## src/rtl/act_lut_interp_if.sv

```systemverilog
// Valid/ready stream bundle used for the sample input and the activation output.
// The master drives valid/data and the slave drives ready.
interface act_lut_interp_if #(
    parameter int W = 8
);
    logic         valid;
    logic         ready;
    logic [W-1:0] data;

    modport master (output valid, output data, input ready);
    modport slave  (input valid, input data, output ready);
endinterface

```

## src/rtl/act_lut_interp.sv

```systemverilog
// Two-stage activation interpolator: stage 1 registers the LUT address and fraction,
// stage 2 interpolates between the base and next LUT entries, rounds and saturates.
module act_lut_interp #(
    parameter int IN_W   = 8,
    parameter int ADDR_W = 4,
    parameter int FRAC_W = IN_W - ADDR_W,
    parameter int DATA_W = 8
) (
    input  logic                     clk,
    input  logic                     rst,
    act_lut_interp_if.slave          in_s,
    act_lut_interp_if.master         out_s,
    output logic [ADDR_W-1:0]        lut_addr,
    input  logic signed [DATA_W-1:0] lut_base,
    input  logic signed [DATA_W-1:0] lut_next
);
    localparam int SUM_W = DATA_W + FRAC_W + 2;

    localparam logic [ADDR_W-1:0] LAST_POS_ADDR = {1'b0, {(ADDR_W-1){1'b1}}};
    localparam logic signed [SUM_W-1:0] HALF =
        {{(SUM_W-FRAC_W){1'b0}}, 1'b1, {(FRAC_W-1){1'b0}}};
    localparam logic signed [SUM_W-1:0] SAT_MAX =
        {{(SUM_W-DATA_W+1){1'b0}}, {(DATA_W-1){1'b1}}};
    localparam logic signed [SUM_W-1:0] SAT_MIN =
        {{(SUM_W-DATA_W+1){1'b1}}, {(DATA_W-1){1'b0}}};

    logic [FRAC_W-1:0]        frac_reg;
    logic                     s1_valid_reg;
    logic                     out_valid_reg;
    logic signed [DATA_W-1:0] out_data_reg;
    logic                     en;

    logic signed [DATA_W:0]   delta;
    logic signed [SUM_W-1:0]  delta_w;
    logic signed [SUM_W-1:0]  frac_w;
    logic signed [SUM_W-1:0]  base_w;
    logic signed [SUM_W-1:0]  prod;
    logic signed [SUM_W-1:0]  sum;
    logic signed [SUM_W-1:0]  res;
    logic signed [DATA_W-1:0] res_sat;

    // Whole pipeline stalls only when a finished result is waiting downstream.
    assign en          = !out_valid_reg || out_s.ready;
    assign in_s.ready  = en;
    assign out_s.valid = out_valid_reg;
    assign out_s.data  = out_data_reg;

    always_comb begin
        // Segment 7 would otherwise interpolate towards the most-negative entry.
        if (lut_addr == LAST_POS_ADDR) begin
            delta = '0;
        end else begin
            delta = {lut_next[DATA_W-1], lut_next} - {lut_base[DATA_W-1], lut_base};
        end
        delta_w = {{(SUM_W-DATA_W-1){delta[DATA_W]}}, delta};
        frac_w  = {{(SUM_W-FRAC_W){1'b0}}, frac_reg};
        base_w  = {{(SUM_W-DATA_W){lut_base[DATA_W-1]}}, lut_base};
        prod    = delta_w * frac_w;
        sum     = (base_w <<< FRAC_W) + prod + HALF;
        res     = sum >>> FRAC_W;
        if (res > SAT_MAX) begin
            res_sat = SAT_MAX[DATA_W-1:0];
        end else if (res < SAT_MIN) begin
            res_sat = SAT_MIN[DATA_W-1:0];
        end else begin
            res_sat = res[DATA_W-1:0];
        end
    end

    always_ff @(posedge clk or negedge rst) begin
        if (!rst) begin
            lut_addr      <= '0;
            frac_reg      <= '0;
            s1_valid_reg  <= 1'b0;
            out_valid_reg <= 1'b0;
            out_data_reg  <= '0;
        end else if (en) begin
            s1_valid_reg  <= in_s.valid;
            out_valid_reg <= s1_valid_reg;
            if (in_s.valid) begin
                lut_addr <= in_s.data[IN_W-1 -: ADDR_W];
                frac_reg <= in_s.data[FRAC_W-1:0];
            end
            if (s1_valid_reg) begin
                out_data_reg <= res_sat;
            end
        end
    end
endmodule

```

## src/flat_wrapper.sv

```systemverilog
// flat-port wrapper written by rule: the top's interface ports become plain ports
module act_lut_interp_flat 
#(
    parameter int IN_W   = 8,
    parameter int ADDR_W = 4,
    parameter int FRAC_W = IN_W - ADDR_W,
    parameter int DATA_W = 8
)
  (clk, rst, lut_addr, lut_base, lut_next, in_s_valid, in_s_data, in_s_ready, out_s_valid, out_s_data, out_s_ready);
  act_lut_interp_if #(.W(8)) in_s_i ();
  act_lut_interp_if #(.W(8)) out_s_i ();
  input  logic clk;
  input  logic rst;
  output logic [ADDR_W-1:0] lut_addr;
  input  logic signed [DATA_W-1:0] lut_base;
  input  logic signed [DATA_W-1:0] lut_next;
  input wire logic [$bits(in_s_i.valid)-1:0] in_s_valid;
  input wire logic [$bits(in_s_i.data)-1:0] in_s_data;
  output wire logic [$bits(in_s_i.ready)-1:0] in_s_ready;
  output wire logic [$bits(out_s_i.valid)-1:0] out_s_valid;
  output wire logic [$bits(out_s_i.data)-1:0] out_s_data;
  input wire logic [$bits(out_s_i.ready)-1:0] out_s_ready;
  assign in_s_i.valid = in_s_valid;
  assign in_s_i.data = in_s_data;
  assign in_s_ready = in_s_i.ready;
  assign out_s_valid = out_s_i.valid;
  assign out_s_data = out_s_i.data;
  assign out_s_i.ready = out_s_ready;
  act_lut_interp #(.IN_W(IN_W), .ADDR_W(ADDR_W), .FRAC_W(FRAC_W), .DATA_W(DATA_W)) u_core (.clk(clk), .rst(rst), .in_s(in_s_i), .out_s(out_s_i), .lut_addr(lut_addr), .lut_base(lut_base), .lut_next(lut_next));
endmodule
```

## config.mk

```make
export PLATFORM = sky130hd
export DESIGN_NAME = act_lut_interp_flat
export DESIGN_NICKNAME = d
export VERILOG_FILES = /design/src/rtl/act_lut_interp_if.sv /design/src/rtl/act_lut_interp.sv /design/src/flat_wrapper.sv
export SDC_FILE = /design/constraint.sdc
export NUM_CORES = 1
export LEC_CHECK = 0
export CAP_MARGIN = 10
export CORE_MARGIN = 4
export CORE_UTILIZATION = 56
export CTS_CLUSTER_SIZE = 25
export DETAILED_ROUTE_END_ITERATION = 8
export HOLD_SLACK_MARGIN = 0.08
export PLACE_DENSITY_LB_ADDON = 0.2
export SYNTH_ARGS = -nofsm -noshare
export SYNTH_HDL_FRONTEND = slang
export SYNTH_SLANG_ARGS = --single-unit
export TNS_END_PERCENT = 30
```

## constraint.sdc

```tcl
create_clock -name clk -period 7.1 [get_ports clk]
set_clock_uncertainty 0.15 [all_clocks]
set_input_delay 2.13 -clock clk [delete_from_list [all_inputs] [get_ports clk]]
set_output_delay 2.13 -clock clk [all_outputs]
set_load 0.02 [all_outputs]
```

==> results.md, run 1 <==
* Status: complete, but fails checks
* Failing checks: setup timing
* Unrepaired setup endpoints after global routing: yes
* Most frequent CP cell: buf_4
* FP Rows at 25
* Antenna cells at 0
* Syn-to-layout area delta at 56.01%
* Reg2reg path depth at 16
* TritonCTS buffer count at 3
* CP bufs+invs at 6
* Commonest cells in the netlist: 60 x inv_1, 30 x ha_1, 29 x fa_1, 24 x nand2_1, 21 x and2_1
* Hold WC Path Type: register to register
* Initial Util at 57.84%
* Wire per inst at 20.27 um
* Slew Limit Fails at 0
* Gpl congestion at roughly 0.84
* Max reg flops at 8
* Placed cell area at 3506 um2
* Clock Latency Late Sink at 0.25 ns
* Endpoints failing setup at 7
* Critical path required time at 7.10 ns
* DR vias/cell at 5.814
* Root buffer cell: clkbuf_8
* Clk slew on worst S/H paths at 0.07 ns
* RR Startpoint: u_core.lut_addr[3]
* Hold path depth at 2
* Count leader, synth: inv_1
* Ratio of cells with drive above 1 in the final layout at 39.81%
* DR DRC count at 0
* NumNets Final at 505
* Global-route wire length before repair at 13320 um
* Hold Vio Cnt, Final at 0
* Final worst setup slack at -0.2399 ns
* Vias at ~2800
* Top cell type's share of synthesized area at a little over a fifth
* Slowest cell on crit path: fa_1
* Critical Path Sink: u_core.out_s.data[4]
* Fin area at ~4300 um2
* Count of different cell masters after synthesis at 44
* Hold buffer count at cts at 0
* Reg2Reg Setup Slack at 1.82 ns
* Fmax achieved at 136.2 MHz
* Layout filler cell count at ~190
* Detailed Routing Iterations Pass 1 at 4
* Final ANT Viol Nets at 0
* DP Wirelength at 5019 um
* Number of synthesized flops with an enable pin at 0
* Max_cap viols at 0
* Reg2reg end: u_core.out_s.data[4]
* Vias in the first global route at 2891
* Crit Path Max Fanout at 4
* Critical Path End Type: register
* Htree depth at 1
* I/O Pins at 42
* Initial antenna violation count at 0
* Core Area at 4755 um2
* Post-Synthesis Cells at between 300 and 400
* #FFs+latches synth at 18
* Worst path max stage delay at 0.61 ns
* Seq/Total Area, Yosys at between 10% and 20%
* Mapped Nets at 399
* Critical Path Stages at 25
* Congestion Overflow GR at 0
* I/O Buffers at 41
* Clock tree buffer depth at 2
* Ranking of synthesized cells by area: fa_1 21%, dfrtp_1 16%, ha_1 14%, inv_1 8.2%, and2_1 4.8%
* Arrival time worst endpoint at roughly 7.3 ns
* Worst relative slew slack at 46.68%
* Largest net degree at the start of global routing at 19
* Synth area leader: fa_1
* Min Hold Slack at 0.3468 ns
* Crit path launch type: input pin
* DRT iter0 DRCs at 245
* FFs w/ async S/R, synth at 100.0%
* Die area at 6096 um2
* Die Width at 78.08 um
* Die height at 78.08 um
* Top_reg_cell synth: dfrtp_1
* Crit path max-delay family: adder cells
* Worst Tran Pin Value at 0.7974 ns
* CTS Sinks at 18
* Ys Warns at 0
* Synth Cell Area at 2750 um2
* Drt total wl at about 9800 um
* Synthesized area per cell at between 8 and 9 um2
* CP Launch Point: lut_base[0]
* Part of the cycle the worst path needs at 103.4%
* Gr usage total at between 20 and 30%
* Worst Path Class, Setup: input pin to register
* CTS tree: built
* Tmin final at 7.340 ns
==> tightest hold or removal path: stages (launching register included) <==
cell	delay, ns
dfrtp_1	0.35
inv_1	0.06
nand2_1	0.05
==> placed cells by master, fill, tap and decap left out, types with 10 or more instances in the layout <==
cell / instances
ha_1: 17
dfrtp_1: 18
buf_4: 57
ha_4: 13
clkdlybuf4s50_1: 31
a21oi_1: 11
fa_1: 26
inv_1: 51
and2_1: 18
buf_6: 10
nand2_1: 23
==> through the flow <==
stage / setup WS [ns] / cells / TNS [ns] / util [%]
after floorplan: 0.0003815 / 312 / 0 / -
after global placement: -0.7548 / 452 / -5.671 / 73.74
after detailed placement: -0.9356 / 452 / -7.070 / 73.74
after CTS: 0.003595 / 478 / 0 / 84.58
after global routing: -0.4316 / 484 / -2.494 / 90.24
final: -0.2399 / 484 / -1.094 / 90.24
==> layout make-up <==
cell class / instances / area, um2 / share of cell area (%)
multi-input cells: 228 / 2540 / 59.20
well taps: 67 / 83.83 / 1.954
inverters: 60 / 227.7 / 5.308
repair buffers: 107 / 933.4 / 21.76
flip-flops and latches: 18 / 450.4 / 10.50
clock buffers: 4 / 55.05 / 1.283
==> worst min path at each step <==
| stage | startpoint | endpoint |
|---|---|---|
| floorplan | u_core.s1_valid_reg | u_core.out_s.valid |
| global placement | u_core.s1_valid_reg | u_core.out_s.valid |
| detailed placement | u_core.s1_valid_reg | u_core.out_s.valid |
| CTS | u_core.s1_valid_reg | u_core.out_s.valid |
| global route | u_core.s1_valid_reg | u_core.out_s.valid |
| finish | u_core.s1_valid_reg | u_core.out_s.valid |
==> per-layer routing <==
layer / share of wire (%) / up-vias / wire (um) / GRT usage, %
li1: - / 1234 / - / -
met1: 36 / 1363 / 3549 / 30.20
met2: 52 / 145 / 5066 / 52.57
met3: 5.3 / 72 / 522 / 6.078
met4: 6.9 / 0 / 674 / 8.916
met5: 0 / - / 0 / 0
==> what timing repair did <==
item,in CTS,in global routing
endpoints found under the setup margin,8,8
buffers inserted,22,7
gates resized for setup,75,58
pin swaps,45,49
cloned,0,0
==> cell families (layout without fill, tap and decap cells) <==
family / count (synthesis) / count (layout) / synth area share [%]
AO/OA/AOI/OAI: 56 / 56 / 12.97
XOR/XNOR: 11 / 11 / 3.777
adder cells (fa/ha/maj): 59 / 59 / 34.76
buffers and inverters: 66 / 171 / 9.281
flip-flops: 18 / 18 / 16.38
multiplexers: 8 / 8 / 3.276
AND/OR/NAND/NOR: 94 / 94 / 19.56
Power of run 1 is left out: the tool's default activity adds up to more than one toggle a clock period on the data nets, which glitch-free logic cannot reach.
==> run 2: changes to the inputs <==
- CORE_MARGIN: 4 -> not set
- CTS_CLUSTER_SIZE: 25 -> 28
- clock period: 7.1 -> 7.58 ns (I/O delays scaled with it)
==> run 2 against run 1 <==
  * The run now ends clean
  * Hold slack better by 0.0034 ns
  * Die area is 15% lower
  * Setup slack improved by 0.29 ns
  * Final cell count is 3.7% lower
  * Non-clock buffer count down 17
  * Sequential cell count unchanged
  * Cell area down 7.8%
  * Global-route usage shrank 0.39 points
==> results.md, run 2 (synthesis results as in run 1) <==
* Crit path max-delay family: adder cells
* Initial antenna violation count at 0
* Initial Util at about three fifths
* Vias at 2543
* Gr usage total at 27.25%
* Endpoints failing setup at 0
* Hold WC Path Type: register to register
* Slew Limit Fails at 0
* Crit Path Max Fanout at 7
* Commonest non-fill, non-tap cell in the layout: inv_1
* TNS Setup at 0 ns
* Layout filler cell count at 259
* Clock tree buffer depth at 2
* Clk slew on worst S/H paths at 0.07 ns
* CTS tree: built
* Clock Latency Late Sink at 0.25 ns
* Worst relative slew slack at 46.20%
* Global-route wire length before repair at 11140 um
* Max reg flops at 8
* Gpl congestion at 0.8471
* TritonCTS buffer count at 3
* Final ANT Viol Nets at 0
* FP Rows at 25
* CP bufs+invs at 5
* I/O Buffers at 41
* WL met1 at 2958 um
* NumNets Final at 488
* Core Area at about 4700 um2
* Ratio of cells with drive above 1 in the final layout at 30.08%
* Htree depth at 1
* Die height at 72.08 um
* Syn-to-layout area delta at 43.86%
* Largest net degree at the start of global routing at 19
* Die area at 5196 um2
* Critical Path End Type: register
* Root buffer cell: clkbuf_8
* Detailed Routing Iterations Pass 1 at 7
* Max_cap viols at 0
* Placed cell area at 3560 um2
* Reg area at 450.4 um2
* CTS Sinks at 18
* Slowest cell on crit path: fa_1
* Arrival time worst endpoint at 7.55 ns
* Worst path max stage delay at 0.60 ns
* DR DRC count at 0
* Die Width at 72.08 um
* Metal2 WL at approximately 3900 um
* Antenna cells at 0
* Most frequent CP cell: fa_1
* Congestion Overflow GR at 0
* Most frequent cells in the layout: 55 x inv_1, 47 x buf_4, 32 x clkdlybuf4s50_1, 27 x fa_1, 24 x nand2_1
* Wire per inst at ~16 um
* Part of the cycle the worst path needs at 99.38%
* Critical path required time at 7.59 ns
* Crit path launch type: input pin
* Worst Path Class, Setup: input pin to register
* Vias in the first global route at 2601
* Worst Tran Pin Value at 0.8044 ns
* Fin area at 3956 um2
* Unrepaired setup endpoints after global routing: yes
* Hold buffer count at cts at 0
* DR vias/cell at 5.457
* DP Wirelength at about 4800 um
* DRT iter0 DRCs at 170
* Fmax achieved at 132.8 MHz
* Multi-input gate area at 2347 um2
* Min Hold Slack at 0.3502 ns
* I/O Pins at 42
* Drt total wl at 7515 um
* Status: finished, final reports clean
* Hold Vio Cnt, Final at 0
* Uppermost layer routed: met4
* Met3 wire length at 314 um
* Tmin final at 7.533 ns
[run 2: cell count changes in the layout (fill, tap and decap cells not counted), sizes merged]
cell,change
clkdlybuf4s50,+1
clkbuf,-4
dlygate4sd2,-2
dlymetal6s2s,+5
buf,-18
[run 2: metrics by stage]
step | utilization [%] | worst slack, ns | instances
after floorplan | - | 0.1800 | 312
after global placement | 75.36 | -0.4917 | 460
after detailed placement | 75.36 | -0.6460 | 460
after CTS | 80.32 | 0.003280 | 464
after global routing | 83.76 | -0.2041 | 466
final | 83.76 | 0.04707 | 466
[run 2: worst paths after layout]
| check | startpoint | end | slack, ns | cells after the start |
|---|---|---|---|---|
| hold / removal | u_core.out_s.data[7] | u_core.out_s.data[7] | 0.35 | 2 |
| setup reg to reg | u_core.lut_addr[3] | u_core.out_s.data[4] | 2.51 | 17 |
| hold reg to reg | u_core.out_s.data[7] | u_core.out_s.data[7] | 0.35 | 2 |
| setup / recovery | lut_next[0] | u_core.out_s.data[4] | 0.05 | 25 |
| max in group asynchronous | rst | u_core.lut_addr[3] | 4.44 | 1 |
| min in group asynchronous | rst | u_core.out_s.data[1] | 2.33 | 1 |
[run 2: what timing repair did]
| item | in CTS | in global routing |
|---|---|---|
| setup endpoints to repair | 8 | 8 |
| pin swaps | 14 | 32 |
| gates resized for setup | 40 | 43 |
| setup buffers | 1 | 2 |
[run 2: layer usage]
metal  vias up  global-route usage, %
li1       1199                      -
met1      1208                  33.06
met2        97                  49.64
met3        39                  4.028
met4         0                  8.497
met5         -                      0
[run 2: final cells by class]
| type | instances | share of cell area (%) |
|---|---|---|
| timing repair buffer | 90 | 20.37 |
| clock buffer | 3 | 1.044 |
| sequential | 18 | 11.39 |
| tap | 67 | 2.119 |
| multi-input combinational | 228 | 59.33 |
| inverter | 60 | 5.756 |
[run 2: worst min-delay path, stage by stage, from the launching register on]
cell and delay (ns):
dfrtp_1 0.35, nand2_1 0.05, o21ai_0 0.06
Power of run 2 is left out for the same reason.
